File: config.mk
export PLATFORM = sky130hd
export DESIGN_NAME = imul_req_queue
export DESIGN_NICKNAME = d
export VERILOG_FILES = /design/src/rtl/imul_req_queue.sv
export SDC_FILE = /design/constraint.sdc
export NUM_CORES = 1
export LEC_CHECK = 0
export ABC_AREA = 1
export CAP_MARGIN = 25
export CORE_ASPECT_RATIO = 2
export CORE_UTILIZATION = 60
export DETAILED_ROUTE_END_ITERATION = 12
export PLACE_DENSITY = 0.86
export SLEW_MARGIN = 40
export SYNTH_ARGS = -nofsm -noshare
export SYNTH_HDL_FRONTEND = slang
export SYNTH_SLANG_ARGS = --single-unit
File: constraint.sdc
create_clock -name clk -period 10 [get_ports clk]
set_input_delay 2 -clock clk [delete_from_list [all_inputs] [get_ports clk]]
set_output_delay 2 -clock clk [all_outputs]
set_load 0.03 [all_outputs]
File: src/rtl/imul_req_queue.sv
// imul_req_queue
// ---------------------------------------------------------------------------
// FIFO request queue that sits in front of the iterative integer multiplier.
// Each entry holds one multiply request {a, b}. The producer can keep issuing
// requests while the multiplier is still busy with an earlier one.
// Storage is registered. No combinational path exists from the enq side to
// the deq side. All status outputs are decoded from registered state only.
//
// Ports:
//   clk       rising-edge clock
//   reset     asynchronous, active-low; clears pointers and occupancy
//   enq_val   upstream request valid
//   enq_rdy   queue not full (independent of deq_rdy)
//   enq_msg   upstream request {a[63:32], b[31:0]}
//   deq_val   queue not empty
//   deq_rdy   multiplier ready to take the head request
//   deq_msg   head entry (don't-care while empty)
//   num_free  number of empty entries, 0..p_depth
// ---------------------------------------------------------------------------
module imul_req_queue #(
   parameter int p_nbits = 64,
   parameter int p_depth = 4
) (
   input  logic                       clk,
   input  logic                       reset,
   input  logic                       enq_val,
   output logic                       enq_rdy,
   input  logic [p_nbits-1:0]         enq_msg,
   output logic                       deq_val,
   input  logic                       deq_rdy,
   output logic [p_nbits-1:0]         deq_msg,
   output logic [$clog2(p_depth):0]   num_free
);

   localparam int c_aw = $clog2(p_depth);
   localparam int c_cw = c_aw + 1;

   localparam logic [c_cw-1:0] c_depth   = c_cw'(p_depth);
   localparam logic [c_cw-1:0] c_cnt_one = c_cw'(1);
   localparam logic [c_aw-1:0] c_ptr_one = c_aw'(1);

   logic [p_nbits-1:0] storage_q [p_depth];
   logic [p_nbits-1:0] storage_d [p_depth];

   logic [c_aw-1:0] enq_ptr_q, enq_ptr_d;
   logic [c_aw-1:0] deq_ptr_q, deq_ptr_d;
   logic [c_cw-1:0] count_q,   count_d;

   logic full_s;
   logic empty_s;
   logic enq_go_s;
   logic deq_go_s;

   // Status decode from registered occupancy only (Moore outputs).
   always_comb begin
      full_s   = (count_q == c_depth);
      empty_s  = (count_q == {c_cw{1'b0}});
      enq_rdy  = !full_s;
      deq_val  = !empty_s;
      num_free = c_depth - count_q;
      deq_msg  = storage_q[deq_ptr_q];
   end

   // Handshakes, pointer advance and occupancy update.
   always_comb begin
      enq_go_s  = enq_val && enq_rdy;
      deq_go_s  = deq_val && deq_rdy;
      enq_ptr_d = enq_ptr_q;
      deq_ptr_d = deq_ptr_q;
      count_d   = count_q;

      // Pointers wrap modulo p_depth by natural overflow (power-of-two depth).
      if (enq_go_s) begin
         enq_ptr_d = enq_ptr_q + c_ptr_one;
      end else begin
         enq_ptr_d = enq_ptr_q;
      end

      if (deq_go_s) begin
         deq_ptr_d = deq_ptr_q + c_ptr_one;
      end else begin
         deq_ptr_d = deq_ptr_q;
      end

      // Simultaneous enq and deq leaves occupancy unchanged; at count 1 the
      // new entry simply becomes the head because deq_ptr follows enq_ptr.
      case ({enq_go_s, deq_go_s})
         2'b10:   count_d = count_q + c_cnt_one;
         2'b01:   count_d = count_q - c_cnt_one;
         default: count_d = count_q;
      endcase
   end

   // Next storage contents: only an accepted enqueue writes an entry.
   always_comb begin
      storage_d = storage_q;
      if (enq_go_s) begin
         storage_d[enq_ptr_q] = enq_msg;
      end else begin
         storage_d[enq_ptr_q] = storage_q[enq_ptr_q];
      end
   end

   // Control state: cleared immediately on reset, contents of storage are
   // then ignored because count is zero.
   always_ff @(posedge clk or negedge reset) begin
      if (!reset) begin
         enq_ptr_q <= {c_aw{1'b0}};
         deq_ptr_q <= {c_aw{1'b0}};
         count_q   <= {c_cw{1'b0}};
      end else begin
         enq_ptr_q <= enq_ptr_d;
         deq_ptr_q <= deq_ptr_d;
         count_q   <= count_d;
      end
   end

   // Entry array; no reset needed since unoccupied entries are never read
   // as valid data.
   always_ff @(posedge clk) begin
      storage_q <= storage_d;
   end

endmodule
Yosys cells after proc, flatten, opt, wreduce, memory -nomap -nowiden
Index checks and enable logic that the tools add are counted.
{"block": "classes", "add_sub_neg": 5, "magnitude_cmp": 3, "n_eq_ne": 3, "n_mux": 12, "n_bitwise": 2, "n_reduce_logical": 7}
{"op": "256-bit bitwise mux", "n": 2}
{"op": "64-bit 2-to-1 mux", "n": 5}
{"op": "64-bit binary-select mux with 2-bit select", "n": 2}
{"op": "256-bit 2-to-1 mux", "n": 1}
{"op": "64-bit demux with 2-bit select", "n": 1}
{"op": "3-bit greater-or-equal comparator (second input constant)", "n": 2}
{"op": "2-bit NOT with 3-bit output", "n": 2}
{"op": "3-bit one-hot mux with 2 select lines", "n": 1}
{"op": "2-bit by 1-bit adder with 2-bit output (second input constant)", "n": 2}
{"op": "3-bit by 1-bit adder with 3-bit output (second input constant)", "n": 1}
{"op": "3-bit == test (second input constant)", "n": 1}
{"op": "1-bit logical AND", "n": 3}
{"op": "3-bit logical NOT", "n": 1}
{"op": "3-bit by 1-bit < comparator with 1-bit output (second input constant)", "n": 1}
{"op": "3-bit by 1-bit subtractor with 3-bit output (second input constant)", "n": 1}
{"op": "3-bit subtractor (first input constant)", "n": 1}
{"op": "2-bit by 1-bit == test with 1-bit output (second input constant)", "n": 1}
{"op": "2-bit == test (second input constant)", "n": 1}
{"op": "1-bit logical NOT", "n": 2}
{"op": "2-bit nonzero test", "n": 1}
{"block": "word_totals", "regBits": 263, "out_inout_bits": 69, "word_cells": 39}

Logic depth before layout (Yosys ltp)
Gate-level depths: netlist of the first run.
{"block": "logic_depth", "ltp_word": 7, "ltp_mapped": 14, "ltp_nobuf": 12}

Worst setup path after synthesis of the first run
No wires, ideal clock.
{"block": "synth_timing", "path_type": "register to register", "from": "register enq_ptr_q[1]", "to": "register storage_q[200] (netlist name) (data pin)", "arrival_time_ns": 3.322, "path_slack_ns": 6.532, "stages_incl_launch_ff": 8, "n_path_buf": 3, "cell_sequence": "dfrtp_1 -> inv_2 -> clkbuf_1 -> ha_1 -> buf_2 -> clkbuf_1 -> nand2_1 -> a21oi_1"}
{"item": "from (decl)", "line": "45", "text": "logic [c_aw-1:0] enq_ptr_q, enq_ptr_d;"}
{"item": "from (signal assigned)", "line": "108", "text": "enq_ptr_q <= {c_aw{1'b0}};"}
{"item": "from (signal assigned)", "line": "112", "text": "enq_ptr_q <= enq_ptr_d;"}
{"item": "to (signal assigned)", "line": "121", "text": "storage_q <= storage_d;"}
{"item": "to (decl)", "line": "42", "text": "logic [p_nbits-1:0] storage_q [p_depth];"}

Worst setup path after layout of the first run
{"block": "layout_timing", "from": "register deq_ptr_q[0]", "to": "output deq_msg[19]"}
{"block": "layout_via", "elab_chain_cells": 4}
{"item": "from (decl)", "line": "46", "text": "logic [c_aw-1:0] deq_ptr_q, deq_ptr_d;"}
{"item": "from (signal assigned)", "line": "109", "text": "deq_ptr_q <= {c_aw{1'b0}};"}
{"item": "from (signal assigned)", "line": "113", "text": "deq_ptr_q <= deq_ptr_d;"}
{"item": "2-bit NOT with 3-bit output (not written as such)", "line": "61", "text": "deq_msg = storage_q[deq_ptr_q];"}
{"item": "64-bit binary-select mux with 2-bit select", "line": "61"}
{"item": "64-bit 2-to-1 mux (not written as such) (2 in a row)", "line": "61"}
{"item": "to (decl)", "line": "31", "text": "output logic [p_nbits-1:0] deq_msg,"}
Every way passes these cells. The select of a mux whose other input is x is not followed.

==> metrics.txt, run 1 <==
# TYPE chip_impl_metric gauge
chip_impl_metric{name="fraction_of_the_yosys_area_taken_by_sequential_cells",unit=""} 0.528
chip_impl_metric{name="cts_htree_levels",unit=""} 1
chip_impl_info{name="crit_path_start",value="deq_ptr_q[0]"} 1
chip_impl_metric{name="synth-compound-area-share",unit=""} 0.125
chip_impl_metric{name="fin_setup_tns",unit="ps"} 0
chip_impl_info{name="hold_class",value="reg2reg"} 1
chip_impl_metric{name="synth_adder_area_share",unit=""} 0.00807
chip_impl_metric{name="detailedPlacementHpwl",unit="mm"} 22.0
chip_impl_metric{name="path_clk_slew",unit="ps"} 60
chip_impl_metric{name="postCtsResizedCells",unit=""} 0
chip_impl_metric{name="cellPowerDensity",unit="nW/um2"} 407
chip_impl_metric{name="holdBufCountCts",unit=""} 0
chip_impl_metric{name="area_growth_syn_to_layout",unit="%"} 14.2
chip_impl_metric{name="routed-via-count",unit=""} 13500
chip_impl_metric{name="initial_antenna_violation_count",unit=""} 0
chip_impl_metric{name="first_iteration_detailed_routing_drc_count",unit=""} 1407
chip_impl_metric{name="critPathMaxFanout",unit=""} 82
chip_impl_info{name="rsz_0062_raised_after_global_routing",value="false"} 1
chip_impl_metric{name="port_buffers",unit=""} 136
chip_impl_metric{name="reg2reg_depth",unit=""} 6
chip_impl_metric{name="share_clk_of_total_power",unit=""} 0.125
chip_impl_metric{name="number_of_buffers_added_by_the_clock_tree_synthesis_step",unit=""} 23
chip_impl_metric{name="placement.setup.worst_slack",unit="ps"} 4880
chip_impl_metric{name="arrival_worst_endpoint",unit="ps"} 3530
chip_impl_info{name="synth_top_family_by_area",value="simple AND/OR/NAND/NOR gates"} 1
chip_impl_metric{name="p_switching",unit="W"} 0.00329
chip_impl_info{name="cts_tree",value="done"} 1
chip_impl_metric{name="core_area",unit="um2"} 24400
chip_impl_metric{name="layout_cells_sized_above_1",unit=""} 0.0483
chip_impl_metric{name="grt_pass1_wl",unit="mm"} 61.9
chip_impl_metric{name="netlist_instances",unit=""} 1847
chip_impl_metric{name="detail_route.first_pass.iterations",unit=""} 6
chip_impl_info{name="cts-root-buf",value="sky130_fd_sc_hd__clkbuf_16"} 1
chip_impl_metric{name="grt_pass1_vias",unit=""} 13200
chip_impl_metric{name="seq_cells_post_synth",unit=""} 263
chip_impl_metric{name="post_drt_wl_per_cell",unit="um"} 17.6
chip_impl_metric{name="power.ir.vdd_worst",unit="mV"} 0.247
chip_impl_metric{name="timing.critical_path.required",unit="ps"} 8000
chip_impl_info{name="sequence_of_cells_on_the_critical_path",value="inv_4 > buf_6 > o21ai_0 > o22ai_1 > clkdlybuf4s50_1"} 1
chip_impl_metric{name="netlist.area_leader.share",unit=""} 0.517
chip_impl_metric{name="design.final.nets",unit=""} 1967
chip_impl_metric{name="critical-path-max-stage-delay",unit="ps"} 740
chip_impl_info{name="critical_path_class",value="reg2out"} 1
chip_impl_metric{name="synth_simple_gate_area_frac",unit=""} 0.269
chip_impl_info{name="element_type_at_the_critical_path_end",value="output pin"} 1
chip_impl_metric{name="numClockSinks",unit=""} 263
chip_impl_metric{name="syn-cell-area",unit="um2"} 14900
chip_impl_metric{name="max_clock_freq",unit="MHz"} 181
chip_impl_metric{name="comb_power_share",unit=""} 0.553
chip_impl_info{name="synthDominantAreaCellType",value="sky130_fd_sc_hd__edfxtp_1"} 1
chip_impl_metric{name="initial_utilization",unit=""} 0.609
chip_impl_metric{name="die_height",unit="um"} 225
chip_impl_metric{name="fin_crit_sh",unit=""} 0.553
chip_impl_info{name="reg2reg_from",value="enq_ptr_q[0]"} 1
chip_impl_metric{name="yosysWarnings",unit=""} 0
chip_impl_metric{name="grt_remaining_overflow",unit=""} 0
chip_impl_info{name="slowest_stage_cell_cp",value="sky130_fd_sc_hd__clkdlybuf4s50_1"} 1
chip_impl_metric{name="period_minus_slack",unit="ps"} 5530
chip_impl_metric{name="avgViaCountPerCell",unit=""} 6.03
chip_impl_metric{name="report.final.slew_viol_count",unit=""} 0
chip_impl_metric{name="mappedNetlistNets",unit=""} 1924
chip_impl_metric{name="rows",unit=""} 81
chip_impl_metric{name="fin_skew",unit="ps"} 12.3
chip_impl_metric{name="timing.final.ws_setup",unit="ps"} 4470
chip_impl_metric{name="grt_start_max_net_pins",unit=""} 110
chip_impl_metric{name="die_width",unit="um"} 113
chip_impl_metric{name="design.die.area",unit="um2"} 25500
chip_impl_metric{name="cts_setup_buffers",unit=""} 0
chip_impl_metric{name="track_usage",unit=""} 0.308
chip_impl_info{name="critPathCapture",value="deq_msg[19]"} 1
chip_impl_metric{name="ys_types",unit=""} 28
chip_impl_info{name="ys_top_cells_by_area",value="sky130_fd_sc_hd__edfxtp_1 52%, sky130_fd_sc_hd__nand2_1 15%, sky130_fd_sc_hd__nor2_1 6.4%"} 1
chip_impl_metric{name="intPower",unit="W"} 0.00363
chip_impl_info{name="run_status",value="finished clean"} 1
chip_impl_info{name="worst_setup_path_start_kind",value="flop"} 1
chip_impl_info{name="r2r_end",value="storage_q[120]"} 1
chip_impl_metric{name="setup_violations",unit=""} 0
chip_impl_metric{name="cellLeakagePower",unit="nW"} 6.60
chip_impl_metric{name="muxShareOfSynthArea",unit=""} 0
chip_impl_metric{name="max_cap_viol_count",unit=""} 0
chip_impl_metric{name="timing.max_slew.rel_slack",unit=""} 0.421
chip_impl_metric{name="worst_skew_pair.late_latency",unit="ps"} 530
chip_impl_metric{name="finalWirelength",unit="mm"} 39.5
chip_impl_metric{name="synth-xor-area-share",unit=""} 0.00294
chip_impl_metric{name="detail_route.drc_violations",unit=""} 0
chip_impl_metric{name="seq_power_share",unit=""} 0.322
chip_impl_metric{name="power.switching_fraction",unit=""} 0.475
chip_impl_metric{name="cts.path.max_buffers",unit=""} 3
chip_impl_metric{name="timing.hold.worst_path_depth",unit=""} 2
chip_impl_metric{name="ioPinCount",unit=""} 137
chip_impl_metric{name="place.gp.congestion",unit=""} 0.783
chip_impl_metric{name="avgSynthCellArea",unit="um2"} 8.06
chip_impl_metric{name="antenna_violating_nets_post_route",unit=""} 0
chip_impl_metric{name="worst_pin_slew",unit="ps"} 869
chip_impl_metric{name="number_of_hold_slack_violations_in_the_final_timing_report",unit=""} 0
chip_impl_metric{name="reg2reg_setup_slack",unit="ps"} 5970
chip_impl_metric{name="antenna_cells",unit=""} 0
==> critical path: cells and delay by family, from the launching register on <==
| family | cells | cell delay [ps] |
|---|---|---|
| AOI/OAI and AO/OA | 2 | 460 |
| buffers and inverters | 3 | 1780 |
| DFF | 1 | 710 |
==> power groups by stage <==
| stage | combinational [W] | sequential (W) | clock [W] |
|---|---|---|---|
| finish | 0.00383 | 0.00223 | 0.000864 |
| global route | 0.00416 | 0.00227 | 0.000901 |
| CTS | 0.00376 | 0.00222 | 0.000868 |
| detailed placement | 0.00373 | 0.00224 | 0 |
| global placement | 0.00359 | 0.00221 | 0 |
| floorplan | 0.00268 | 0.00211 | 0 |
==> synth_stat cells (all sizes together) <==
library cell	n
xor2	4
o21ai	160
nand2	614
o22ai	64
inv	78
a21oi	132
nand3b	1
xnor2	1
dfrtp	7
nor2	257
nand3	66
nand4	31
ha	8
or2	31
edfxtp	256
buf	87
fa	1
clkbuf	49
==> metal layers <==
metal / up-vias / global-route usage / wire length (um)
li1: 6273 / - / -
met1: 6314 / 0.345 / 13800
met2: 748 / 0.565 / 20700
met3: 152 / 0.0275 / 3050
met4: 0 / 0.177 / 1850
met5: - / 0 / 0
==> how the worst min path moves through the flow <==
stage / start / endpoint
after floorplan: count_q[1] / count_q[1]
after global placement: count_q[1] / count_q[1]
after detailed placement: count_q[1] / count_q[1]
after CTS: count_q[1] / count_q[1]
after global routing: count_q[1] / count_q[1]
final: count_q[1] / count_q[1]
==> through the flow <==
stage	hold slack (ps)	cell area (um2)	instances	utilization	total power (W)
CTS	499	16900	2235	0.692	0.00684
global placement	470	16100	2192	0.661	0.00580
detailed placement	485	16200	2194	0.664	0.00597
floorplan	450	14900	1847	-	0.00479
global route	512	17000	2238	0.696	0.00733
finish	498	17000	2238	0.696	0.00692
==> final cells by class <==
| class | count | area [um2] |
|---|---|---|
| multi-input cells | 1370 | 6100 |
| fillers | 1911 | 7440 |
| flip-flops and latches | 263 | 7870 |
| repair buffers | 154 | 1600 |
| well taps | 332 | 415 |
| clock buffers | 28 | 594 |
| inverters | 78 | 303 |
| clock inverters | 13 | 104 |
==> cell families after synthesis <==
| family | Yosys count |
|---|---|
| xor gates and xnor gates | 5 |
| adders and majority gates | 9 |
| buffers and inverters | 214 |
| AOI/OAI and AO/OA | 356 |
| DFF | 263 |
| and+or+nand+nor | 1000 |
==> sequential cells by signal (all words and copies together), names as in the netlist <==
signal,flops
storage_q,256
count_q,3
deq_ptr_q,2
enq_ptr_q,2
==> layout by cell type (no fill, tap or decap), drive strengths merged, types with 31 or more instances in the layout <==
master,n
edfxtp,256
a21oi,132
nand4,31
nand2,614
or2,31
clkdlybuf4s50,136
inv,78
nor2,257
o22ai,64
nand3,66
o21ai,160
Power figures use the tool's default switching activity.
==> run 2: changes to the inputs <==
CORE_UTILIZATION = 58   (was 60)
PLACE_DENSITY = 0.83   (was 0.86)
clock period = 5.5 ns   (was 10 ns; I/O delays follow)
==> metrics.txt, run 2 (synthesized netlist as in run 1, its figures left out) <==
# TYPE chip_impl_metric gauge
chip_impl_metric{name="timing.critical_path.buf_inv",unit=""} 2
chip_impl_metric{name="die_width",unit="um"} 115
chip_impl_metric{name="first_iteration_detailed_routing_drc_count",unit=""} 1468
chip_impl_info{name="critical_path_class",value="reg2out"} 1
chip_impl_metric{name="layout.filler_cells",unit=""} 1960
chip_impl_info{name="top_register",value="storage_q"} 1
chip_impl_metric{name="fin_skew",unit="ps"} 6.36
chip_impl_metric{name="fin_setup_tns",unit="ps"} 0
chip_impl_metric{name="grt_remaining_overflow",unit=""} 0
chip_impl_metric{name="number_of_buffers_added_by_the_clock_tree_synthesis_step",unit=""} 24
chip_impl_metric{name="fin_crit_sh",unit=""} 0.835
chip_impl_metric{name="finalWirelength",unit="mm"} 40.6
chip_impl_metric{name="dpl.cell_count",unit=""} 2205
chip_impl_metric{name="track_usage",unit=""} 0.310
chip_impl_metric{name="multiInputGateArea",unit="um2"} 6100
chip_impl_info{name="run_status",value="finished clean"} 1
chip_impl_info{name="worst_setup_path_start_kind",value="flop"} 1
chip_impl_metric{name="grt_start_max_net_pins",unit=""} 133
chip_impl_metric{name="worst_skew_pair.late_latency",unit="ps"} 530
chip_impl_metric{name="max_clock_freq",unit="MHz"} 218
chip_impl_info{name="cts_tree",value="done"} 1
chip_impl_info{name="reg_top3",value="storage_q: 256 flops, count_q: 3 flops"} 1
chip_impl_info{name="slowest_stage_cell_cp",value="sky130_fd_sc_hd__dfrtp_4"} 1
chip_impl_metric{name="initial_antenna_violation_count",unit=""} 2
chip_impl_metric{name="period_minus_slack",unit="ps"} 4590
chip_impl_metric{name="arrival_worst_endpoint",unit="ps"} 3490
chip_impl_metric{name="largest_register_ffs",unit=""} 256
chip_impl_info{name="mostFrequentLayoutCells",value="613 x sky130_fd_sc_hd__nand2_1, 256 x sky130_fd_sc_hd__edfxtp_1, 255 x sky130_fd_sc_hd__nor2_1, 160 x sky130_fd_sc_hd__o21ai_0, 136 x sky130_fd_sc_hd__clkdlybuf4s50_1"} 1
chip_impl_metric{name="area_growth_syn_to_layout",unit="%"} 16.1
chip_impl_metric{name="postCtsResizedCells",unit=""} 0
chip_impl_metric{name="core_area",unit="um2"} 25100
chip_impl_metric{name="cellPowerDensity",unit="nW/um2"} 757
chip_impl_metric{name="detail_route.drc_violations",unit=""} 0
chip_impl_metric{name="worst_pin_slew",unit="ps"} 851
chip_impl_metric{name="cts.path.max_buffers",unit=""} 3
chip_impl_metric{name="grt_pass1_vias",unit=""} 13300
chip_impl_metric{name="post_drt_wl_per_cell",unit="um"} 18.0
chip_impl_metric{name="antenna_cells",unit=""} 0
chip_impl_metric{name="final_cells",unit=""} 2251
chip_impl_metric{name="layout_cells_sized_above_1",unit=""} 0.0580
chip_impl_metric{name="timing.critical_path.required",unit="ps"} 4400
chip_impl_metric{name="cellLeakagePower",unit="nW"} 6.75
chip_impl_metric{name="antenna_violating_nets_post_route",unit=""} 0
chip_impl_info{name="hold_class",value="reg2reg"} 1
chip_impl_info{name="layout_commonest_cell",value="sky130_fd_sc_hd__nand2_1"} 1
chip_impl_metric{name="grt_pass1_wl",unit="mm"} 63.8
chip_impl_metric{name="cts_setup_buffers",unit=""} 0
chip_impl_metric{name="report.final.slew_viol_count",unit=""} 0
chip_impl_info{name="crit_family",value="buffers and inverters"} 1
chip_impl_metric{name="critPathMaxFanout",unit=""} 67
chip_impl_metric{name="place.gp.congestion",unit=""} 0.781
chip_impl_metric{name="number_of_hold_slack_violations_in_the_final_timing_report",unit=""} 0
chip_impl_metric{name="path_clk_slew",unit="ps"} 60
chip_impl_info{name="cts-root-buf",value="sky130_fd_sc_hd__clkbuf_16"} 1
chip_impl_metric{name="rows",unit=""} 82
chip_impl_info{name="rsz_0062_raised_after_global_routing",value="false"} 1
chip_impl_metric{name="setup_violations",unit=""} 0
chip_impl_metric{name="critical-path-max-stage-delay",unit="ps"} 920
chip_impl_metric{name="timing.max_slew.rel_slack",unit=""} 0.432
chip_impl_metric{name="max_cap_viol_count",unit=""} 0
chip_impl_metric{name="design.final.nets",unit=""} 1974
chip_impl_metric{name="power.ir.vdd_worst",unit="mV"} 0.402
chip_impl_metric{name="holdBufCountCts",unit=""} 0
chip_impl_metric{name="port_buffers",unit=""} 136
chip_impl_metric{name="area.sequential",unit="um2"} 7880
chip_impl_metric{name="detailedPlacementHpwl",unit="mm"} 22.5
chip_impl_metric{name="avgViaCountPerCell",unit=""} 5.96
chip_impl_metric{name="detail_route.first_pass.iterations",unit=""} 6
chip_impl_metric{name="die_height",unit="um"} 229
chip_impl_metric{name="initial_utilization",unit=""} 0.592
chip_impl_metric{name="numClockSinks",unit=""} 263
chip_impl_metric{name="routed-via-count",unit=""} 13400
chip_impl_info{name="sequence_of_cells_on_the_critical_path",value="buf_4 > o21ai_0 > o22ai_1 > clkdlybuf4s50_1"} 1
chip_impl_info{name="element_type_at_the_critical_path_end",value="output pin"} 1
chip_impl_metric{name="cts_htree_levels",unit=""} 1
chip_impl_metric{name="design.die.area",unit="um2"} 26300
chip_impl_metric{name="ioPinCount",unit=""} 137
-- run 2: cell types whose count changed in the layout (fill, tap and decap cells not counted) --
cell	delta
sky130_fd_sc_hd__buf_16	-1
sky130_fd_sc_hd__clkinv_2	+3
sky130_fd_sc_hd__clkinv_1	-7
sky130_fd_sc_hd__bufinv_16	+7
sky130_fd_sc_hd__clkbuf_16	+2
sky130_fd_sc_hd__buf_4	+8
sky130_fd_sc_hd__dfrtp_4	+1
sky130_fd_sc_hd__buf_6	-3
sky130_fd_sc_hd__clkinvlp_4	+1
sky130_fd_sc_hd__buf_12	+2
sky130_fd_sc_hd__dfrtp_2	-1
sky130_fd_sc_hd__clkbuf_1	-3
-- run 2: final timing paths --
path | startpoint | end | slack, ps | depth (start not counted)
hold reg to reg | count_q[1] | count_q[1] | 490 | 2
setup / recovery | deq_ptr_q[0] | deq_msg[19] | 910 | 4
max in group asynchronous | reset | enq_ptr_q[1] | 4290 | 1
setup reg to reg | enq_ptr_q[0] | storage_q[248] | 2620 | 5
hold / removal | count_q[1] | count_q[1] | 490 | 2
min in group asynchronous | reset | count_q[0] | 870 | 1
-- run 2: per-layer routing --
metal,vias to the layer above,GRT usage,wire length [um]
li1,6283,-,-
met1,6276,0.350,14300
met2,721,0.554,21100
met3,131,0.0363,3320
met4,4,0.173,1940
met5,-,0,23
-- run 2: power by group --
group	total, W	switching, W	leakage [nW]	internal, W
clock network	0.00200	0.000750	0.460	0.00125
logic	0.00705	0.00479	3.72	0.00227
registers	0.00402	0.000518	2.57	0.00350
-- run 2: tightest hold or removal path, cell delays in order, from the launching register on --
cell and delay (ps):
sky130_fd_sc_hd__dfrtp_1 350, sky130_fd_sc_hd__nand2_1 50, sky130_fd_sc_hd__o21ai_0 60
-- run 2: per-stage QoR --
step	worst slack, ps	utilization	power [W]	area (um2)	hold slack (ps)
global route	791	0.687	0.0138	17300	500
detailed placement	1520	0.648	0.0109	16300	473
finish	908	0.687	0.0131	17300	485
floorplan	2030	-	0.00870	14900	450
CTS	957	0.686	0.0130	17200	487
global placement	1540	0.646	0.0107	16200	467
-- run 2: cell type report --
type,count,area share
well taps,336,0.0243
inverters,78,0.0175
repair buffers,160,0.0946
clock inverters,17,0.0180
clock buffers,27,0.0366
flip-flops and latches,263,0.456
multi-input cells,1370,0.353
